--- config.mk ---
export PLATFORM = sky130hd
export DESIGN_NAME = seg_scan
export DESIGN_NICKNAME = d
export VERILOG_FILES = /design/src/rtl/seg_pkg.sv /design/src/rtl/seg_scan_tick.sv /design/src/rtl/seg_scan.sv
export SDC_FILE = /design/constraint.sdc
export NUM_CORES = 1
export LEC_CHECK = 0
export ABC_AREA = 0
export BUFFER_PORTS_ARGS = -buffer_cell sky130_fd_sc_hd__buf_2
export CAP_MARGIN = 20
export CORE_ASPECT_RATIO = 1.4
export CORE_MARGIN = 2
export CORE_UTILIZATION = 35
export CTS_CLUSTER_DIAMETER = 80
export DETAILED_ROUTE_END_ITERATION = 8
export PLACE_DENSITY = 0.56
export SLEW_MARGIN = 20
export SYNTH_ARGS = -nofsm -noshare
export SYNTH_HDL_FRONTEND = slang
export SYNTH_SLANG_ARGS = --single-unit
--- constraint.sdc ---
create_clock -name clk -period 4.1 [get_ports clk]
set_input_delay 0.615 -clock clk [delete_from_list [all_inputs] [get_ports clk]]
set_output_delay 0.615 -clock clk [all_outputs]
set_load 0.05 [all_outputs]
--- src/rtl/seg_pkg.sv ---
// seg_pkg: constants and types shared by the seven-segment scanner files.
//   DEF_*        default parameter values for seg_scan (8 digits, 1 ms slot
//                at 100 MHz, 10 us anode dead time)
//   MAX_DIGITS   widest display the shared buffer type can hold
//   seg_bus_t    one display set (value, decimal points, leading-zero blank)
//                used for both the pending and the active buffer
//   blank_mask   per-digit leading-zero blanking mask for a display value
package seg_pkg;

    localparam int DEF_DIGITS      = 8;
    localparam int DEF_REFRESH_DIV = 100000;
    localparam int DEF_DEAD_CYCLES = 1000;

    // Buffer type is sized for the widest supported display. Narrower
    // instances zero-fill the upper digits, and zero nibbles there never
    // affect the blanking decision.
    localparam int MAX_DIGITS = 16;
    localparam int MAX_IDX_W  = 4;
    localparam int MAX_VAL_W  = 4 * MAX_DIGITS;

    typedef struct packed {
        logic [MAX_VAL_W-1:0]  value;
        logic [MAX_DIGITS-1:0] dp;
        logic                  lzb;
    } seg_bus_t;

    // Bit k set means digit k is dark: blanking enabled, k is not the units
    // digit, and nibble k together with every nibble above it is zero.
    function automatic logic [MAX_DIGITS-1:0] blank_mask(
        input logic [MAX_VAL_W-1:0] value,
        input logic                 lzb
    );
        logic [MAX_DIGITS-1:0] mask;
        logic                  zero_above;
        mask       = {MAX_DIGITS{1'b0}};
        zero_above = 1'b1;
        for (int k = MAX_DIGITS - 1; k >= 0; k--) begin
            zero_above = zero_above & (value[4*k +: 4] == 4'h0);
            mask[k]    = (k != 0) && lzb && zero_above;
        end
        return mask;
    endfunction

endpackage

--- src/rtl/seg_scan_tick.sv ---
// seg_scan_tick: slot and digit timebase for the display scanner.
//   clk, rst          clock and synchronous active-high reset
//   o_cnt_nxt         value the cycle-in-slot counter takes on the next edge
//   o_idx_nxt         value the digit index takes on the next edge
//   o_slot_last       current cycle is the last of a digit slot
//   o_frame_last      current cycle is the last of the last slot (frame edge)
//   o_dead_nxt        next cycle falls inside the anode dead-time window
// Next-state values are exported so the scanner can register its outputs in
// step with the counters rather than one cycle behind them.
module seg_scan_tick
    import seg_pkg::*;
#(
    parameter int DIGITS      = DEF_DIGITS,
    parameter int REFRESH_DIV = DEF_REFRESH_DIV,
    parameter int DEAD_CYCLES = DEF_DEAD_CYCLES,
    localparam int CNT_W      = (REFRESH_DIV > 1) ? $clog2(REFRESH_DIV) : 1,
    localparam int IDX_W      = (DIGITS > 1) ? $clog2(DIGITS) : 1
) (
    input  logic             clk,
    input  logic             rst,
    output logic [CNT_W-1:0] o_cnt_nxt,
    output logic [IDX_W-1:0] o_idx_nxt,
    output logic             o_slot_last,
    output logic             o_frame_last,
    output logic             o_dead_nxt
);

    logic [CNT_W-1:0] r_cnt;
    logic [IDX_W-1:0] r_idx;
    logic [CNT_W-1:0] w_cnt_nxt;
    logic [IDX_W-1:0] w_idx_nxt;
    logic             w_slot_last;
    logic             w_idx_last;

    assign w_slot_last  = (r_cnt == CNT_W'(REFRESH_DIV - 1));
    assign w_idx_last   = (r_idx == IDX_W'(DIGITS - 1));
    assign o_slot_last  = w_slot_last;
    assign o_frame_last = w_slot_last && w_idx_last;
    assign o_cnt_nxt    = w_cnt_nxt;
    assign o_idx_nxt    = w_idx_nxt;

    // Next counter values; reset is folded in so consumers see 0/0 too.
    always_comb begin
        w_cnt_nxt = r_cnt;
        w_idx_nxt = r_idx;
        if (rst) begin
            w_cnt_nxt = {CNT_W{1'b0}};
            w_idx_nxt = {IDX_W{1'b0}};
        end else if (w_slot_last) begin
            w_cnt_nxt = {CNT_W{1'b0}};
            if (w_idx_last) begin
                w_idx_nxt = {IDX_W{1'b0}};
            end else begin
                w_idx_nxt = r_idx + IDX_W'(1'b1);
            end
        end else begin
            w_cnt_nxt = r_cnt + CNT_W'(1'b1);
        end
    end

    // Counter registers.
    always_ff @(posedge clk) begin
        if (rst) begin
            r_cnt <= {CNT_W{1'b0}};
            r_idx <= {IDX_W{1'b0}};
        end else begin
            r_cnt <= w_cnt_nxt;
            r_idx <= w_idx_nxt;
        end
    end

    // With no dead time the comparison would be constant-false, so skip it.
    generate
        if (DEAD_CYCLES == 0) begin : g_no_dead
            assign o_dead_nxt = 1'b0;
        end else begin : g_dead
            assign o_dead_nxt = (w_cnt_nxt < CNT_W'(DEAD_CYCLES));
        end
    endgenerate

endmodule

--- src/rtl/seg_scan.sv ---
// seg_scan: time-multiplexed scanner for a multi-digit seven-segment display.
//   clk, rst   clock and synchronous active-high reset
//   value_i    display word, nibble k drives digit k (digit 0 rightmost)
//   dp_i       decimal-point request per digit, 1 = lit
//   lzb_i      leading-zero blank enable
//   load_i     one-cycle strobe capturing value_i, dp_i, lzb_i
//   num_o      nibble of the digit being scanned (to the segment decoder)
//   an_n_o     active-low anode enables, at most one low at a time
//   dp_n_o     active-low decimal point
//   frame_o    one-cycle pulse on the first cycle of every frame
//   pend_o     a captured word is waiting for the next frame boundary
// Loads land in a pending buffer and are promoted to the active buffer only
// at a frame boundary, so a frame is never drawn from two different words.
// Supports up to MAX_DIGITS digits.
module seg_scan
    import seg_pkg::*;
#(
    parameter int DIGITS      = DEF_DIGITS,
    parameter int REFRESH_DIV = DEF_REFRESH_DIV,
    parameter int DEAD_CYCLES = DEF_DEAD_CYCLES
) (
    input  logic                  clk,
    input  logic                  rst,
    input  logic [4*DIGITS-1:0]   value_i,
    input  logic [DIGITS-1:0]     dp_i,
    input  logic                  lzb_i,
    input  logic                  load_i,
    output logic [3:0]            num_o,
    output logic [DIGITS-1:0]     an_n_o,
    output logic                  dp_n_o,
    output logic                  frame_o,
    output logic                  pend_o
);

    localparam int CNT_W = (REFRESH_DIV > 1) ? $clog2(REFRESH_DIV) : 1;
    localparam int IDX_W = (DIGITS > 1) ? $clog2(DIGITS) : 1;

    logic [CNT_W-1:0]      w_cnt_nxt;
    logic [IDX_W-1:0]      w_idx_nxt;
    logic                  w_slot_last;
    logic                  w_frame_last;
    logic                  w_dead_nxt;

    seg_bus_t              r_act;
    seg_bus_t              r_pend;
    seg_bus_t              w_in;
    seg_bus_t              w_act_nxt;

    logic [MAX_IDX_W-1:0]  w_sel;
    logic [MAX_DIGITS-1:0] w_blank;
    logic [3:0]            w_num_nxt;
    logic [DIGITS-1:0]     w_an_nxt;
    logic                  w_dp_n_nxt;

    seg_scan_tick #(
        .DIGITS      (DIGITS),
        .REFRESH_DIV (REFRESH_DIV),
        .DEAD_CYCLES (DEAD_CYCLES)
    ) u_tick (
        .clk          (clk),
        .rst          (rst),
        .o_cnt_nxt    (w_cnt_nxt),
        .o_idx_nxt    (w_idx_nxt),
        .o_slot_last  (w_slot_last),
        .o_frame_last (w_frame_last),
        .o_dead_nxt   (w_dead_nxt)
    );

    // The slot counter itself is only needed inside the timebase.
    logic w_cnt_unused;
    assign w_cnt_unused = ^w_cnt_nxt;

    // Widen the input word into the shared buffer format.
    always_comb begin
        w_in       = '0;
        w_in.value = MAX_VAL_W'(value_i);
        w_in.dp    = MAX_DIGITS'(dp_i);
        w_in.lzb   = lzb_i;
    end

    // Active set for the next cycle: it only moves at a frame boundary, and a
    // load arriving exactly on the boundary bypasses the pending buffer.
    always_comb begin
        w_act_nxt = r_act;
        if (w_frame_last) begin
            if (load_i) begin
                w_act_nxt = w_in;
            end else if (pend_o) begin
                w_act_nxt = r_pend;
            end else begin
                w_act_nxt = r_act;
            end
        end else begin
            w_act_nxt = r_act;
        end
    end

    // Next-cycle display outputs, derived from next-state counters and set.
    always_comb begin
        w_sel     = MAX_IDX_W'(w_idx_nxt);
        w_blank   = blank_mask(w_act_nxt.value, w_act_nxt.lzb);
        w_num_nxt = w_act_nxt.value[{w_sel, 2'b00} +: 4];
        if (w_dead_nxt || w_blank[w_sel]) begin
            w_an_nxt   = {DIGITS{1'b1}};
            w_dp_n_nxt = 1'b1;
        end else begin
            w_an_nxt   = ~(DIGITS'(1'b1) << w_idx_nxt);
            w_dp_n_nxt = ~w_act_nxt.dp[w_sel];
        end
    end

    // Buffers, pending flag and output registers.
    always_ff @(posedge clk) begin
        if (rst) begin
            r_act   <= '0;
            r_pend  <= '0;
            pend_o  <= 1'b0;
            num_o   <= 4'h0;
            an_n_o  <= {DIGITS{1'b1}};
            dp_n_o  <= 1'b1;
            frame_o <= 1'b0;
        end else begin
            r_act <= w_act_nxt;
            if (w_frame_last) begin
                pend_o <= 1'b0;
            end else if (load_i) begin
                pend_o <= 1'b1;
                r_pend <= w_in;
            end else begin
                pend_o <= pend_o;
            end
            // The nibble only changes where the digit index does.
            if (w_slot_last) begin
                num_o <= w_num_nxt;
            end else begin
                num_o <= num_o;
            end
            an_n_o  <= w_an_nxt;
            dp_n_o  <= w_dp_n_nxt;
            frame_o <= w_frame_last;
        end
    end

endmodule

==> flow_metrics.py, run 1 <==
metrics = {
    "placement": {
        "pre_cts_ws_ns": 0.5290,
        "place_congestion": 0.9181,
        "place_hpwl_um": 14010,
        "io_buffers": 58,
        "placed_cell_area_sq_um": 7511,
    },
    "power": {
        "power_switching_mw": 0.7770,
        "ir_worst_vdd_mv": 0.2940,
        "share_comb_of_total_power_pct": 5.2,
        "leakage_nw": 2.976,
        "clockPowerShare_pct": 50.6,
        "power.share.sequential_pct": 44.2,
        "p_sw_share_pct": 23.06,
        "fin_total_pwr_mw": 3.369,
        "p_int_mw": 2.592,
        "p_per_area_nw_per_um2": 412.9,
    },
    "sta": {
        "relSlewSlack_pct": 43.79,
        "setup_viol": 0,
        "min_period_over_period_pct": 88.66,
        "setup_ws_ns": 0.4650,
        "final-hold-violation-count": 0,
        "rsz0062_at_grt": "false",
        "slew_violations": 0,
        "period_minus_slack_ns": 3.635,
        "tightest_slew_ns": 0.8423,
        "clock.fmax_mhz": 275.1,
        "finalClockSkew_ns": 0.01185,
        "fin_tns_setup_ns": 0,
    },
    "floorplanning": {
        "fp-row-count": 61,
        "start_util_pct": 35.46,
        "die_w_um": 123.4,
        "die_height_um": 171.1,
        "die_area_sq_um": 21110,
        "core_area_sq_um": 19690,
        "ios": 59,
    },
    "clock_tree": {
        "cts_sinks": 149,
        "cts_buffers": 17,
        "post_cts_buffers": 0,
        "clk_pin_slew_ns": 0.07,
        "cts_tree": "done",
        "hold_buffers": 0,
        "clock_path_buffers": 2,
        "clk_latency_ns": 0.43,
        "htree_levels": 4,
        "cts-root-buf": "clkbuf_16",
        "ctsResizeCount": 0,
    },
    "grt": {
        "grt-ovfl-total": 0,
        "globalRouteTotalUtil_pct": 19.10,
        "antenna_found_initial": 0,
        "grt_pass1_wl_um": 31390,
        "grt_start_max_net_pins": 71,
        "grt_pass1_vias": 5950,
    },
    "logic_synthesis": {
        "synth_cell_type_count": 71,
        "synthCells": 850,
        "yosysWarnings": 0,
        "async_reset_ff_share_pct": 0,
        "seq_area_frac_synth_pct": 42.72,
        "avgSynthCellArea_sq_um": 8.215,
        "synth_edf_count": 0,
        "syn_nets": 897,
        "synth_area_sq_um": 6983,
        "synth_flop_cell": "dfxtp_1",
        "synth_seq_cells": 149,
    },
    "routing": {
        "wl_um": 19810,
        "wl_per_cell_um": 17.16,
        "drc": 0,
        "via_per_inst": 5.378,
        "num_vias": 6206,
        "ant_nets": 0,
        "drt_pass1_iterations": 5,
        "drtIter0Drc": 562,
    },
    "worst_setup_path": {
        "worstSetupEndpointType": "flip-flop",
        "crit_type": "flip-flop to flip-flop",
        "cp.arrival_ns": 4.01,
        "cp_max_fo": 30,
        "cp-start-kind": "flip-flop",
        "critPathRequiredTime_ns": 4.47,
    },
    "cells_and_area": {
        "final_layout_size_suffix_gt1_share_pct": 15.52,
        "fin_util_pct": 41.43,
        "final_common_cell": "dfxtp_1",
        "n_antenna_cell": 0,
        "layout_common_cells": "dfxtp_1, nand2_1, nor2_1",
        "final_area_sq_um": 8159,
        "area_growth_pct": 16.84,
        "nNetsFinal": 936,
        "fillCellCount": 2017,
    },
    "run_status": {
        "outcome": "finished, final reports clean",
    },
    "run": {
        "drv_cap": 0,
    },
    "worst_hold_path": {
        "hold_path_class": "input port to flip-flop",
    },
}
## synthesized netlist by cell type (all sizes together) (5+ instances only)
master	n	area, sq um
o221ai	6	52.55
nor2b	25	156.4
nand2b	16	100.1
a21oi	61	305.3
or3	18	112.6
a22o	7	61.31
o22ai	18	112.6
a41oi	18	157.7
a221oi	5	43.79
xnor2	11	96.34
o21ai	28	140.1
and2	34	212.7
o32ai	10	87.58
buf	18	101.3
xor2	7	61.31
inv	27	101.4
or4	7	60.06
clkbuf	44	165.2
a211oi	6	45.04
dfxtp	149	2983
nand3	29	145.1
nand2	121	454.2
and3	6	37.54
nor2	72	272.8
nand4	9	56.30
nor4	17	142.6
o221a	13	146.4
o211ai	7	52.55
## worst max-delay path, cell delays in order, from the launching register on
cell and delay [ns]:
dfxtp_1 0.39, or4_4 0.63, or4_4 0.62, nor2_2 0.16, buf_4 0.36, nand4_1 0.13, a211oi_1 0.41, nor2_1 0.10
a2111oi_2 0.55, or4_1 0.20
## per-stage QoR
| step | hold slack [ns] | std cells |
|---|---|---|
| 2_1_floorplan | 0.4258 | 850 |
| 3_3_place_gp | 0.4407 | 1122 |
| 3_5_place_dp | 0.4451 | 1122 |
| 4_1_cts | 0.4247 | 1154 |
| 5_1_grt | 0.4314 | 1154 |
| 6_report | 0.4321 | 1154 |
## sequential cells by signal, indices dropped and copies added, names as in the netlist
name / count
frame_o: 1
pend_o: 1
r_act: 73
num_o: 4
r_pend: 41
an_n_o: 8
u_tick.r_idx: 3
u_tick.r_cnt: 17
dp_n_o: 1
## kinds of logic (layout without fill, tap and decap cells)
kind of cell	after synthesis	count (layout)	synth area share [%]
adder cells (fa/ha/maj)	3	3	0.5376
XOR/XNOR	18	18	2.258
multiplexers	5	5	0.7346
AO/OA/AOI/OAI	213	213	21.32
buffers and inverters	90	142	5.322
AND/OR/NAND/NOR	372	372	27.11
flip-flops	149	149	42.72
## worst paths after layout
check                                      from  cells after the start          to  slack [ns]
worst max-delay path            u_tick.r_cnt[5]                      9   an_n_o[5]        0.46
worst min-delay path                value_i[13]                      3  r_pend[30]        0.43
worst min register to register       r_pend[38]                      2  r_pend[38]        0.45
worst max register to register  u_tick.r_cnt[5]                      9   an_n_o[5]        0.46
## per-layer routing
| metal | GRT usage, % | vias to the layer above | wire, um |
|---|---|---|---|
| li1 | - | 3121 | - |
| met1 | 23.19 | 2912 | 8626 |
| met2 | 31.84 | 128 | 9756 |
| met3 | 3.700 | 45 | 709 |
| met4 | 9.486 | 0 | 711 |
| met5 | 0 | - | 0 |
## power by group through the flow
stage	registers [mW]	clock network (mW)	logic, mW
after global routing	1.49	1.80	0.194
after global placement	1.52	0	0.175
after detailed placement	1.52	0	0.176
final	1.49	1.71	0.174
after CTS	1.49	1.74	0.176
after floorplan	1.52	0	0.108
## final cells by class
type / count / area, sq um / share of cell area (%)
sequential: 149 / 2984 / 36.57
timing repair buffer: 82 / 473.0 / 5.797
multi-input combinational: 611 / 3633 / 44.53
inverter: 28 / 105.1 / 1.288
clock inverter: 13 / 195.2 / 2.392
tap: 252 / 315.3 / 3.864
clock buffer: 19 / 452.9 / 5.551
(Power assumes the default switching activity.)
==> run 2: changes to the inputs <==
- clock period: 4.1 -> 4.3 ns (I/O delays scaled with it)
==> flow_metrics.py, run 2 (same netlist as run 1, synthesis figures left out) <==
metrics = {
    "run_status": {
        "outcome": "finished, final reports clean",
    },
    "sta": {
        "period_minus_slack_ns": 3.546,
        "min_period_over_period_pct": 82.47,
        "setup_viol": 0,
        "fin_tns_setup_ns": 0,
        "finalClockSkew_ns": 0.008653,
        "clock.fmax_mhz": 282.0,
        "relSlewSlack_pct": 41.92,
        "tightest_slew_ns": 0.8713,
        "slew_violations": 0,
        "final-hold-violation-count": 0,
        "setup_ws_ns": 0.7539,
        "rsz0062_at_grt": "false",
    },
    "cells_and_area": {
        "final_layout_size_suffix_gt1_share_pct": 15.14,
        "largest_register": "r_act",
        "largest_reg_flops": 73,
        "reg_top3": "r_act x73, r_pend x41, u_tick.r_cnt x17",
        "nNetsFinal": 932,
        "final_area_sq_um": 8059,
        "n_antenna_cell": 0,
        "fin_util_pct": 40.93,
        "final_common_cell": "dfxtp_1",
        "layout_common_cells": "dfxtp_1, nand2_1, nor2_1",
        "area_growth_pct": 15.41,
        "instances_no_fill": 1150,
    },
    "worst_setup_path": {
        "crit_chain": "ha_1 -> nand4_1 -> buf_4 -> or4_4 -> or3_1 -> o221a_2 -> or4_1 -> a32oi_1 -> nand4_1 -> nand3_1",
        "cp_slowest_stage_delay_ns": 0.72,
        "r2r_start": "u_tick.r_cnt[0]",
        "crit_type": "flip-flop to flip-flop",
        "cpMaxStageDelayCell": "or4_4",
        "rr_worst_depth": 10,
        "rr_endpoint": "an_n_o[1]",
        "cpMostUsedCell": "nand4_1",
        "cp.arrival_ns": 3.91,
        "rrSetupSlack_ns": 0.75,
        "cp-start-kind": "flip-flop",
        "critPathRequiredTime_ns": 4.66,
        "worstSetupEndpointType": "flip-flop",
        "cp_max_fo": 30,
    },
    "placement": {
        "placed_cell_area_sq_um": 7481,
        "place_hpwl_um": 14190,
        "pre_cts_ws_ns": 0.7863,
        "io_buffers": 58,
        "dp.cells": 1118,
        "place_congestion": 0.8836,
    },
    "routing": {
        "wl_per_cell_um": 17.63,
        "ant_nets": 0,
        "num_vias": 6248,
        "drc": 0,
        "drt_pass1_iterations": 5,
        "via_per_inst": 5.433,
        "drtIter0Drc": 400,
        "wl_um": 20280,
    },
    "floorplanning": {
        "die_area_sq_um": 21110,
        "start_util_pct": 35.46,
        "die_w_um": 123.4,
        "ios": 59,
        "core_area_sq_um": 19690,
        "die_height_um": 171.1,
        "fp-row-count": 61,
    },
    "power": {
        "power_switching_mw": 0.7798,
        "ir_worst_vdd_mv": 0.2854,
        "p_per_area_nw_per_um2": 380.6,
        "p_int_mw": 2.287,
        "clockPowerShare_pct": 48.3,
        "p_sw_share_pct": 25.43,
        "share_comb_of_total_power_pct": 5.3,
        "power.share.sequential_pct": 46.4,
        "leakage_nw": 2.932,
    },
    "worst_hold_path": {
        "min_to": "r_pend[47]",
        "hp-start": "r_pend[47]",
        "whs_path_depth": 2,
        "hold_path_class": "flip-flop to flip-flop",
    },
    "clock_tree": {
        "clk_latency_ns": 0.43,
        "ctsResizeCount": 0,
        "htree_levels": 4,
        "cts-root-buf": "clkbuf_16",
        "clock_path_buffers": 2,
        "cts_buffers": 17,
        "clk_pin_slew_ns": 0.06,
        "cts_tree": "done",
        "cts_sinks": 149,
        "post_cts_buffers": 0,
        "hold_buffers": 0,
    },
    "grt": {
        "grt_start_max_net_pins": 70,
        "grt_pass1_wl_um": 32030,
        "globalRouteTotalUtil_pct": 19.58,
        "antenna_found_initial": 0,
        "grt_pass1_vias": 5970,
        "grt-ovfl-total": 0,
    },
    "run": {
        "drv_cap": 0,
    },
}
-- run 2: per-stage QoR --
| step | hold slack (ns) | total power, mW |
|---|---|---|
| detailed placement | 0.4419 | 1.617 |
| floorplan | 0.4258 | 1.550 |
| CTS | 0.4440 | 3.101 |
| global placement | 0.4383 | 1.616 |
| global route | 0.4520 | 3.180 |
| finish | 0.4541 | 3.067 |
-- run 2: worst max path at each step --
stage / from / to / slack (ns) / depth (start not counted)
finish: u_tick.r_cnt[0] / an_n_o[1] / 0.75 / 10
global route: u_tick.r_cnt[0] / an_n_o[4] / 0.49 / 11
CTS: u_tick.r_cnt[0] / an_n_o[1] / 0.76 / 10
detailed placement: u_tick.r_cnt[0] / an_n_o[3] / 0.79 / 10
global placement: u_tick.r_cnt[0] / an_n_o[1] / 0.81 / 10
floorplan: u_tick.r_cnt[0] / an_n_o[1] / 1.09 / 10
-- run 2: critical path, delay by kind of cell (launching register included) --
kind / cells / cell delay (ns)
flops: 1 / 0.36
compound gates: 2 / 0.41
fa+ha+maj: 1 / 0.26
simple gates: 6 / 2.24
buf+inv: 1 / 0.19
-- run 2: layout make-up --
| cell class | instances | area, sq um |
|---|---|---|
| clock buffers | 18 | 439.2 |
| clock inverters | 14 | 138.9 |
| fillers | 2069 | 11630 |
| inverters | 28 | 105.1 |
| multi-input cells | 611 | 3633 |
| flip-flops and latches | 149 | 2984 |
| well taps | 252 | 315.3 |
| repair buffers | 78 | 442.9 |
-- run 2: layer usage --
layer	part of all wire (%)	wire length (um)	track usage, %	vias up
li1	-	-	-	3113
met1	43	8720	23.59	2978
met2	51	10270	33.66	119
met3	3.8	764	3.933	38
met4	2.6	526	7.856	0
met5	0	0	0	-
-- run 2: power by group through the flow --
| stage | Combinational, mW | Sequential [mW] | Clock, mW |
|---|---|---|---|
| detailed placement | 0.163 | 1.45 | 0 |
| global placement | 0.163 | 1.45 | 0 |
| CTS | 0.164 | 1.42 | 1.52 |
| global route | 0.181 | 1.42 | 1.57 |
| finish | 0.162 | 1.42 | 1.48 |
| floorplan | 0.103 | 1.45 | 0 |
